<file path="src/rtl/qspi_rom_responder_if.sv">
// QSPI pad-side bus between the ROM-fetch initiator and the flash-emulating responder.
interface qspi_rom_responder_if;
  logic       cs_n;
  logic       sclk;
  logic [3:0] dq_in;
  logic [3:0] dq_out;
  logic [3:0] dq_oeb;

  modport master (output cs_n, sclk, dq_in, input dq_out, dq_oeb);
  modport slave  (input cs_n, sclk, dq_in, output dq_out, dq_oeb);
endinterface

</file>
<file path="src/rtl/qspi_rom_responder.sv">
// SPI/QSPI flash target emulating the program ROM: decodes READ (0x03) and quad fast read
// (0xEB, with continuous-read mode) and serves bytes from a registered byte-wide memory.
module qspi_rom_responder #(
  parameter int unsigned ADDR_W = 7
) (
  input  logic                clk_i,
  input  logic                rst_n,
  qspi_rom_responder_if.slave bus,
  output logic [ADDR_W-1:0]   mem_addr,
  output logic                mem_rd,
  input  logic [7:0]          mem_data,
  output logic                active,
  output logic                cont_mode
);

  localparam int unsigned CNT_W = 5;
  localparam int unsigned SH_W  = (ADDR_W > 8) ? ADDR_W : 8;
  localparam logic [7:0]  CMD_READ  = 8'h03;
  localparam logic [7:0]  CMD_QREAD = 8'hEB;

  typedef enum logic [3:0] {
    IDLE, CMD, ADDR_S, ADDR_Q, MODE, DUMMY, DATA_S, DATA_Q, IGNORE
  } state_t;

  // Two-flop synchronisers plus one edge-detect stage for cs_n and sclk
  logic [2:0] cs_sync, sclk_sync;
  logic [3:0] dq_s1, dq_s2;

  always_ff @(posedge clk_i) begin
    if (!rst_n) begin
      cs_sync   <= 3'b111;
      sclk_sync <= 3'b000;
      dq_s1     <= 4'h0;
      dq_s2     <= 4'h0;
    end else begin
      cs_sync   <= {cs_sync[1:0], bus.cs_n};
      sclk_sync <= {sclk_sync[1:0], bus.sclk};
      dq_s1     <= bus.dq_in;
      dq_s2     <= dq_s1;
    end
  end

  logic sclk_rise_c, sclk_fall_c, cs_rise_c, cs_fall_c;
  assign sclk_rise_c =  sclk_sync[1] & ~sclk_sync[2];
  assign sclk_fall_c = ~sclk_sync[1] &  sclk_sync[2];
  assign cs_rise_c   =  cs_sync[1]   & ~cs_sync[2];
  assign cs_fall_c   = ~cs_sync[1]   &  cs_sync[2];

  state_t              state_q, state_d;
  logic [CNT_W-1:0]    cnt_q, cnt_d;
  logic [SH_W-1:0]     sh_q, sh_d;
  logic [7:0]          tx_q, tx_d;
  logic [7:0]          fetch_q, fetch_d;
  logic                rd_q, rd_d;
  logic [3:0]          dq_out_q, dq_out_d;
  logic [3:0]          dq_oeb_q, dq_oeb_d;
  logic [ADDR_W-1:0]   mem_addr_q, mem_addr_d;
  logic                mem_rd_q, mem_rd_d;
  logic                cont_q, cont_d;
  logic                active_q, active_d;

  always_ff @(posedge clk_i) begin
    if (!rst_n) begin
      state_q    <= IDLE;
      cnt_q      <= '0;
      sh_q       <= '0;
      tx_q       <= 8'h00;
      fetch_q    <= 8'h00;
      rd_q       <= 1'b0;
      dq_out_q   <= 4'h0;
      dq_oeb_q   <= 4'hF;
      mem_addr_q <= '0;
      mem_rd_q   <= 1'b0;
      cont_q     <= 1'b0;
      active_q   <= 1'b0;
    end else begin
      state_q    <= state_d;
      cnt_q      <= cnt_d;
      sh_q       <= sh_d;
      tx_q       <= tx_d;
      fetch_q    <= fetch_d;
      rd_q       <= rd_d;
      dq_out_q   <= dq_out_d;
      dq_oeb_q   <= dq_oeb_d;
      mem_addr_q <= mem_addr_d;
      mem_rd_q   <= mem_rd_d;
      cont_q     <= cont_d;
      active_q   <= active_d;
    end
  end

  always_comb begin
    state_d    = state_q;
    cnt_d      = cnt_q;
    sh_d       = sh_q;
    tx_d       = tx_q;
    fetch_d    = fetch_q;
    rd_d       = mem_rd_q;
    dq_out_d   = dq_out_q;
    dq_oeb_d   = dq_oeb_q;
    mem_addr_d = mem_addr_q;
    mem_rd_d   = 1'b0;
    cont_d     = cont_q;

    // Read data lands one cycle after the strobe; a read that straddles cs_n rising is dropped
    if (rd_q && state_q != IDLE) fetch_d = mem_data;

    if (cs_rise_c) begin
      state_d  = IDLE;
      cnt_d    = '0;
      dq_oeb_d = 4'hF;
      dq_out_d = 4'h0;
    end else begin
      case (state_q)
        IDLE: begin
          if (cs_fall_c) begin
            state_d = cont_q ? ADDR_Q : CMD;
            cnt_d   = '0;
          end
        end
        CMD: begin
          if (sclk_rise_c) begin
            sh_d  = SH_W'({sh_q, dq_s2[0]});
            cnt_d = cnt_q + CNT_W'(1);
            if (cnt_q == CNT_W'(7)) begin
              cnt_d = '0;
              case (sh_d[7:0])
                CMD_READ:  state_d = ADDR_S;
                CMD_QREAD: state_d = ADDR_Q;
                default:   state_d = IGNORE;
              endcase
            end
          end
        end
        ADDR_S: begin
          if (sclk_rise_c) begin
            sh_d  = SH_W'({sh_q, dq_s2[0]});
            cnt_d = cnt_q + CNT_W'(1);
            if (cnt_q == CNT_W'(23)) begin
              state_d    = DATA_S;
              cnt_d      = '0;
              mem_rd_d   = 1'b1;
              mem_addr_d = sh_d[ADDR_W-1:0];
            end
          end
        end
        ADDR_Q: begin
          if (sclk_rise_c) begin
            sh_d  = SH_W'({sh_q, dq_s2});
            cnt_d = cnt_q + CNT_W'(1);
            if (cnt_q == CNT_W'(5)) begin
              state_d    = MODE;
              cnt_d      = '0;
              mem_rd_d   = 1'b1;
              mem_addr_d = sh_d[ADDR_W-1:0];
            end
          end
        end
        MODE: begin
          if (sclk_rise_c) begin
            cnt_d = cnt_q + CNT_W'(1);
            if (cnt_q == CNT_W'(0)) cont_d = (dq_s2 == 4'hA);
            if (cnt_q == CNT_W'(1)) begin
              state_d = DUMMY;
              cnt_d   = '0;
            end
          end
        end
        DUMMY: begin
          if (sclk_rise_c) begin
            cnt_d = cnt_q + CNT_W'(1);
            if (cnt_q == CNT_W'(3)) begin
              state_d = DATA_Q;
              cnt_d   = '0;
            end
          end
        end
        DATA_S: begin
          // First bit of each byte comes from the fetch buffer and kicks off the next prefetch
          if (sclk_fall_c) begin
            dq_oeb_d = 4'b1101;
            cnt_d    = (cnt_q == CNT_W'(7)) ? '0 : cnt_q + CNT_W'(1);
            if (cnt_q == CNT_W'(0)) begin
              dq_out_d   = {2'b00, fetch_q[7], 1'b0};
              tx_d       = {fetch_q[6:0], 1'b0};
              mem_rd_d   = 1'b1;
              mem_addr_d = mem_addr_q + ADDR_W'(1);
            end else begin
              dq_out_d = {2'b00, tx_q[7], 1'b0};
              tx_d     = {tx_q[6:0], 1'b0};
            end
          end
        end
        DATA_Q: begin
          if (sclk_fall_c) begin
            dq_oeb_d = 4'b0000;
            if (cnt_q == CNT_W'(0)) begin
              dq_out_d   = fetch_q[7:4];
              tx_d       = {fetch_q[3:0], 4'h0};
              mem_rd_d   = 1'b1;
              mem_addr_d = mem_addr_q + ADDR_W'(1);
              cnt_d      = CNT_W'(1);
            end else begin
              dq_out_d = tx_q[7:4];
              cnt_d    = '0;
            end
          end
        end
        IGNORE: begin
          dq_oeb_d = 4'hF;
        end
        default: begin
          state_d = IDLE;
        end
      endcase
    end

    active_d = (state_d != IDLE);
  end

  assign bus.dq_out = dq_out_q;
  assign bus.dq_oeb = dq_oeb_q;
  assign mem_addr   = mem_addr_q;
  assign mem_rd     = mem_rd_q;
  assign cont_mode  = cont_q;
  assign active     = active_q;

endmodule

</file>
<file path="src/flat_wrapper.sv">
// flat-port wrapper written by rule: the top's interface ports become plain ports
module qspi_rom_responder_flat 
#(
  parameter int unsigned ADDR_W = 7
)
  (clk_i, rst_n, mem_addr, mem_rd, mem_data, active, cont_mode, bus_cs_n, bus_sclk, bus_dq_in, bus_dq_out, bus_dq_oeb);
  qspi_rom_responder_if bus_i ();
  input  logic clk_i;
  input  logic rst_n;
  output logic [ADDR_W-1:0] mem_addr;
  output logic mem_rd;
  input  logic [7:0] mem_data;
  output logic active;
  output logic cont_mode;
  input wire logic [$bits(bus_i.cs_n)-1:0] bus_cs_n;
  input wire logic [$bits(bus_i.sclk)-1:0] bus_sclk;
  input wire logic [$bits(bus_i.dq_in)-1:0] bus_dq_in;
  output wire logic [$bits(bus_i.dq_out)-1:0] bus_dq_out;
  output wire logic [$bits(bus_i.dq_oeb)-1:0] bus_dq_oeb;
  assign bus_i.cs_n = bus_cs_n;
  assign bus_i.sclk = bus_sclk;
  assign bus_i.dq_in = bus_dq_in;
  assign bus_dq_out = bus_i.dq_out;
  assign bus_dq_oeb = bus_i.dq_oeb;
  qspi_rom_responder #(.ADDR_W(ADDR_W)) u_core (.clk_i(clk_i), .rst_n(rst_n), .bus(bus_i), .mem_addr(mem_addr), .mem_rd(mem_rd), .mem_data(mem_data), .active(active), .cont_mode(cont_mode));
endmodule
</file>
<file path="config.mk">
export PLATFORM = sky130hd
export DESIGN_NAME = qspi_rom_responder_flat
export DESIGN_NICKNAME = d
export VERILOG_FILES = /design/src/rtl/qspi_rom_responder_if.sv /design/src/rtl/qspi_rom_responder.sv /design/src/flat_wrapper.sv
export SDC_FILE = /design/constraint.sdc
export NUM_CORES = 1
export LEC_CHECK = 0
export CORE_AREA = 3 3 112 93
export CTS_CLUSTER_SIZE = 12
export DETAILED_ROUTE_END_ITERATION = 10
export DIE_AREA = 0 0 115 96
export MAX_ROUTING_LAYER = met4
export PLACE_DENSITY_LB_ADDON = 0.25
export SYNTH_ARGS = -nofsm -noshare
export SYNTH_HDL_FRONTEND = slang
export SYNTH_SLANG_ARGS = --single-unit
</file>
<file path="constraint.sdc">
create_clock -name clk_i -period 5 [get_ports clk_i]
set_clock_uncertainty 0.05 [all_clocks]
set_input_delay 1.5 -clock clk_i [delete_from_list [all_inputs] [get_ports clk_i]]
set_output_delay 1.5 -clock clk_i [all_outputs]
set_load 0.02 [all_outputs]
</file>
==> reports/results.ini <==
[detailed_routing]
drt_iter0_drc = 227
first_pass_iters = 4
dr_total_vias = 2806
routedWlPerCell_microns = 15.4
route.detailed.drc = 0
ant_nets = 0
avgViaCountPerCell = 5.34
wl_mm = 8.06

[timing]
hold_viol_final = 0
max_freq_ghz = 0.290
setup_slack_ns = 1.55
worstMarginPinSlew_ns = 0.881
slew_viol_final = 0
setup_viol = 0
setup_tns_ns = 0
max_slew_margin = 0.412
period_needed_ns = 3.45
rsz0062_at_grt = no
timing.hold.ws_ns = 0.354
finalCritPeriodShare = 0.690

[pwr]
leakage_nw = 1.40
vdd_drop_max_uv = 234
power.density_nw_per_um2 = 307

[clock_network]
postCtsResizedCells = 0
holdBufCountCts = 0
ctsHtreeMaxLevel = 3
cts_root_buf = clkbuf_16
cts_buffers = 9
clock_sinks = 62
tritoncts = built
post_cts_buffers = 0
clk_pin_slew_ns = 0.05
clock_latency_ns = 0.33
cts.path.max_buffers = 2

[worst_setup_path]
critPathKind = primary input to flip-flop
critPathArrivalTime_ns = 3.66
startpoint_type = primary input
slowest_delay_ns = 0.46
critPathMaxFanout = 29
path_delay_family = buffers and inverters
crit_chain = clkdlybuf4s50_1 -> buf_4 -> inv_1 -> nor2_1 -> o21ai_0 -> o21ai_1 -> o21bai_1
cp_slowest_cell = clkdlybuf4s50_1
crit_buf_inv = 3
critPathRequiredTime_ns = 5.21
critPathCaptureType = flip-flop

[die]
fp.dieArea_sq_um = 11000
std_cell_rows = 32
core_sq_um = 9450
chipHeight_microns = 96
pin_count = 34
start_util = 0.345
die_x_microns = 115

[placed_design]
place_hpwl_mm = 5.69
place_congestion = 0.857
pre_cts_ws_ns = 1.21
portBuffers = 33

[logic_synthesis]
netlist_area_sq_um = 3260
async_flop_share = 0
synth-seq-cells = 62
seq_area_frac_synth = 0.381
synth_top_flop_cell = dfxtp_1
avgSynthCellArea_sq_um = 8.61
syn_nets = 399
yosysWarnings = 0
yosysUniqueCellTypes = 73
synth_edf_count = 0
synthCells = 379

[layout]
fillers = 948
final_util = 0.414
diodes = 0
area_delta_synth_final_pct = 20.1
final_nets = 421
drive_gt1_frac = 0.101

[global_routing]
grt_overflow = 0
grt_pass1_wl_mm = 13.4
antenna_found_initial = 0
grt_pass1_vias = 2534
grt_use_total = 0.160
grt_max_degree = 30

[status]
outcome = complete, no violations

[worst_hold_path]
hp-class = flip-flop to flip-flop

[run]
maxCapViolCount = 0

[registers in the layout, indices dropped and copies added, names as in the netlist, 2 cells and up]
name and cells:
u_core.dq_s2 4, u_core.dq_s1 4, u_core.cs_sync 3, u_core.state_q 4, u_core.bus.dq_out 4, u_core.tx_q 7, u_core.sclk_sync 3, u_core.cnt_q 5
u_core.mem_addr 7, u_core.fetch_q 8, u_core.bus.dq_oeb 2, u_core.sh_q 7
[logic make-up (layout without fill, tap and decap cells)]
kind of cell               Yosys count  count (layout)  synth area share
muxes                               15              15            0.0487
xor gates and xnor gates             3               3           0.00806
DFF                                 62              62             0.381
and+or+nand+nor                    165             165             0.278
buffers and inverters               30              57            0.0503
adders and majority gates            4               4            0.0153
AOI/OAI and AO/OA                  100             100             0.219
[stage by stage]
stage,power (mW),instances,instance area (sq um)
final,1.20,525,3920
after CTS,1.22,525,3920
after global placement,0.592,509,3610
after global routing,1.25,525,3920
after floorplan,0.567,379,3260
after detailed placement,0.592,509,3610
[layout make-up]
cell class,count,area [sq um],area share
clock buffer,12,256,0.0655
timing repair buffer,35,345,0.0882
multi-input combinational,287,1860,0.474
tap,119,149,0.0380
sequential,62,1240,0.317
clock inverter,4,45.0,0.0115
inverter,6,22.5,0.00575
[routing by layer]
| layer | routed length, microns | part of all wire | track usage |
|---|---|---|---|
| met4 | 108 | 0.013 | 0.0489 |
| met5 | 0 | 0 | - |
| met1 | 4000 | 0.50 | 0.217 |
| met2 | 3510 | 0.43 | 0.224 |
| met3 | 448 | 0.056 | 0.0541 |
[final timing paths]
path                            slack, ns  cells past startpoint               from                 to
worst min register to register       0.35                      1  u_core.cs_sync[0]  u_core.cs_sync[1]
worst max register to register       2.58                      4  u_core.state_q[1]     u_core.sh_q[0]
worst max-delay path                 1.55                      7              rst_n      u_core.active
worst min-delay path                 0.35                      1  u_core.cs_sync[0]  u_core.cs_sync[1]
[power breakdown]
part           switching (mW)  internal (mW)
clock                   0.209          0.410
combinational          0.0351         0.0321
sequential             0.0120          0.503
[synthesized netlist by cell type (3+ instances only)]
cell type  instances  share of area
inv_1              5         0.0058
o211ai_1           4         0.0092
buf_4              7          0.016
nor2b_1            7          0.013
o21ai_0           13          0.020
ha_1               4          0.015
mux2_2             3          0.010
a21oi_1           30          0.046
or4_1              4         0.0092
nor4_1             5         0.0096
and3b_1            5          0.013
nand3_1           12          0.018
o21ai_1            3         0.0046
nor2_1            29          0.033
a221o_1            3         0.0092
o22ai_1            3         0.0058
a31oi_1            7          0.013
a22oi_1            7          0.016
mux2i_1           11          0.034
nand2b_1          11          0.021
nor3_1             7          0.011
clkbuf_1           7         0.0081
nand2_1           46          0.053
buf_2              8          0.012
and2_1            13          0.025
dfxtp_1           62           0.38
[cells in the final DEF (no fill, tap or decap), drive strengths merged, types with 3 or more instances in the layout]
cell | netlist | routed
a211oi | 3 | 3
a21oi | 31 | 31
a221o | 3 | 3
a22oi | 7 | 7
a31oi | 7 | 7
and2 | 13 | 13
and3b | 5 | 5
clkbuf | 7 | 12
clkdlybuf4s50 | 0 | 33
clkinv | 0 | 3
dfxtp | 62 | 62
ha | 4 | 4
inv | 6 | 6
mux2 | 4 | 4
mux2i | 11 | 11
nand2 | 46 | 46
nand2b | 11 | 11
nand3 | 12 | 12
nor2 | 30 | 30
nor2b | 7 | 7
nor3 | 8 | 8
nor4 | 5 | 5
nor4b | 4 | 4
o211ai | 5 | 5
o21ai | 18 | 18
o21bai | 3 | 3
o22ai | 3 | 3
or2 | 3 | 3
or4 | 4 | 4
Note: power is estimated with default switching activity, not from simulation.
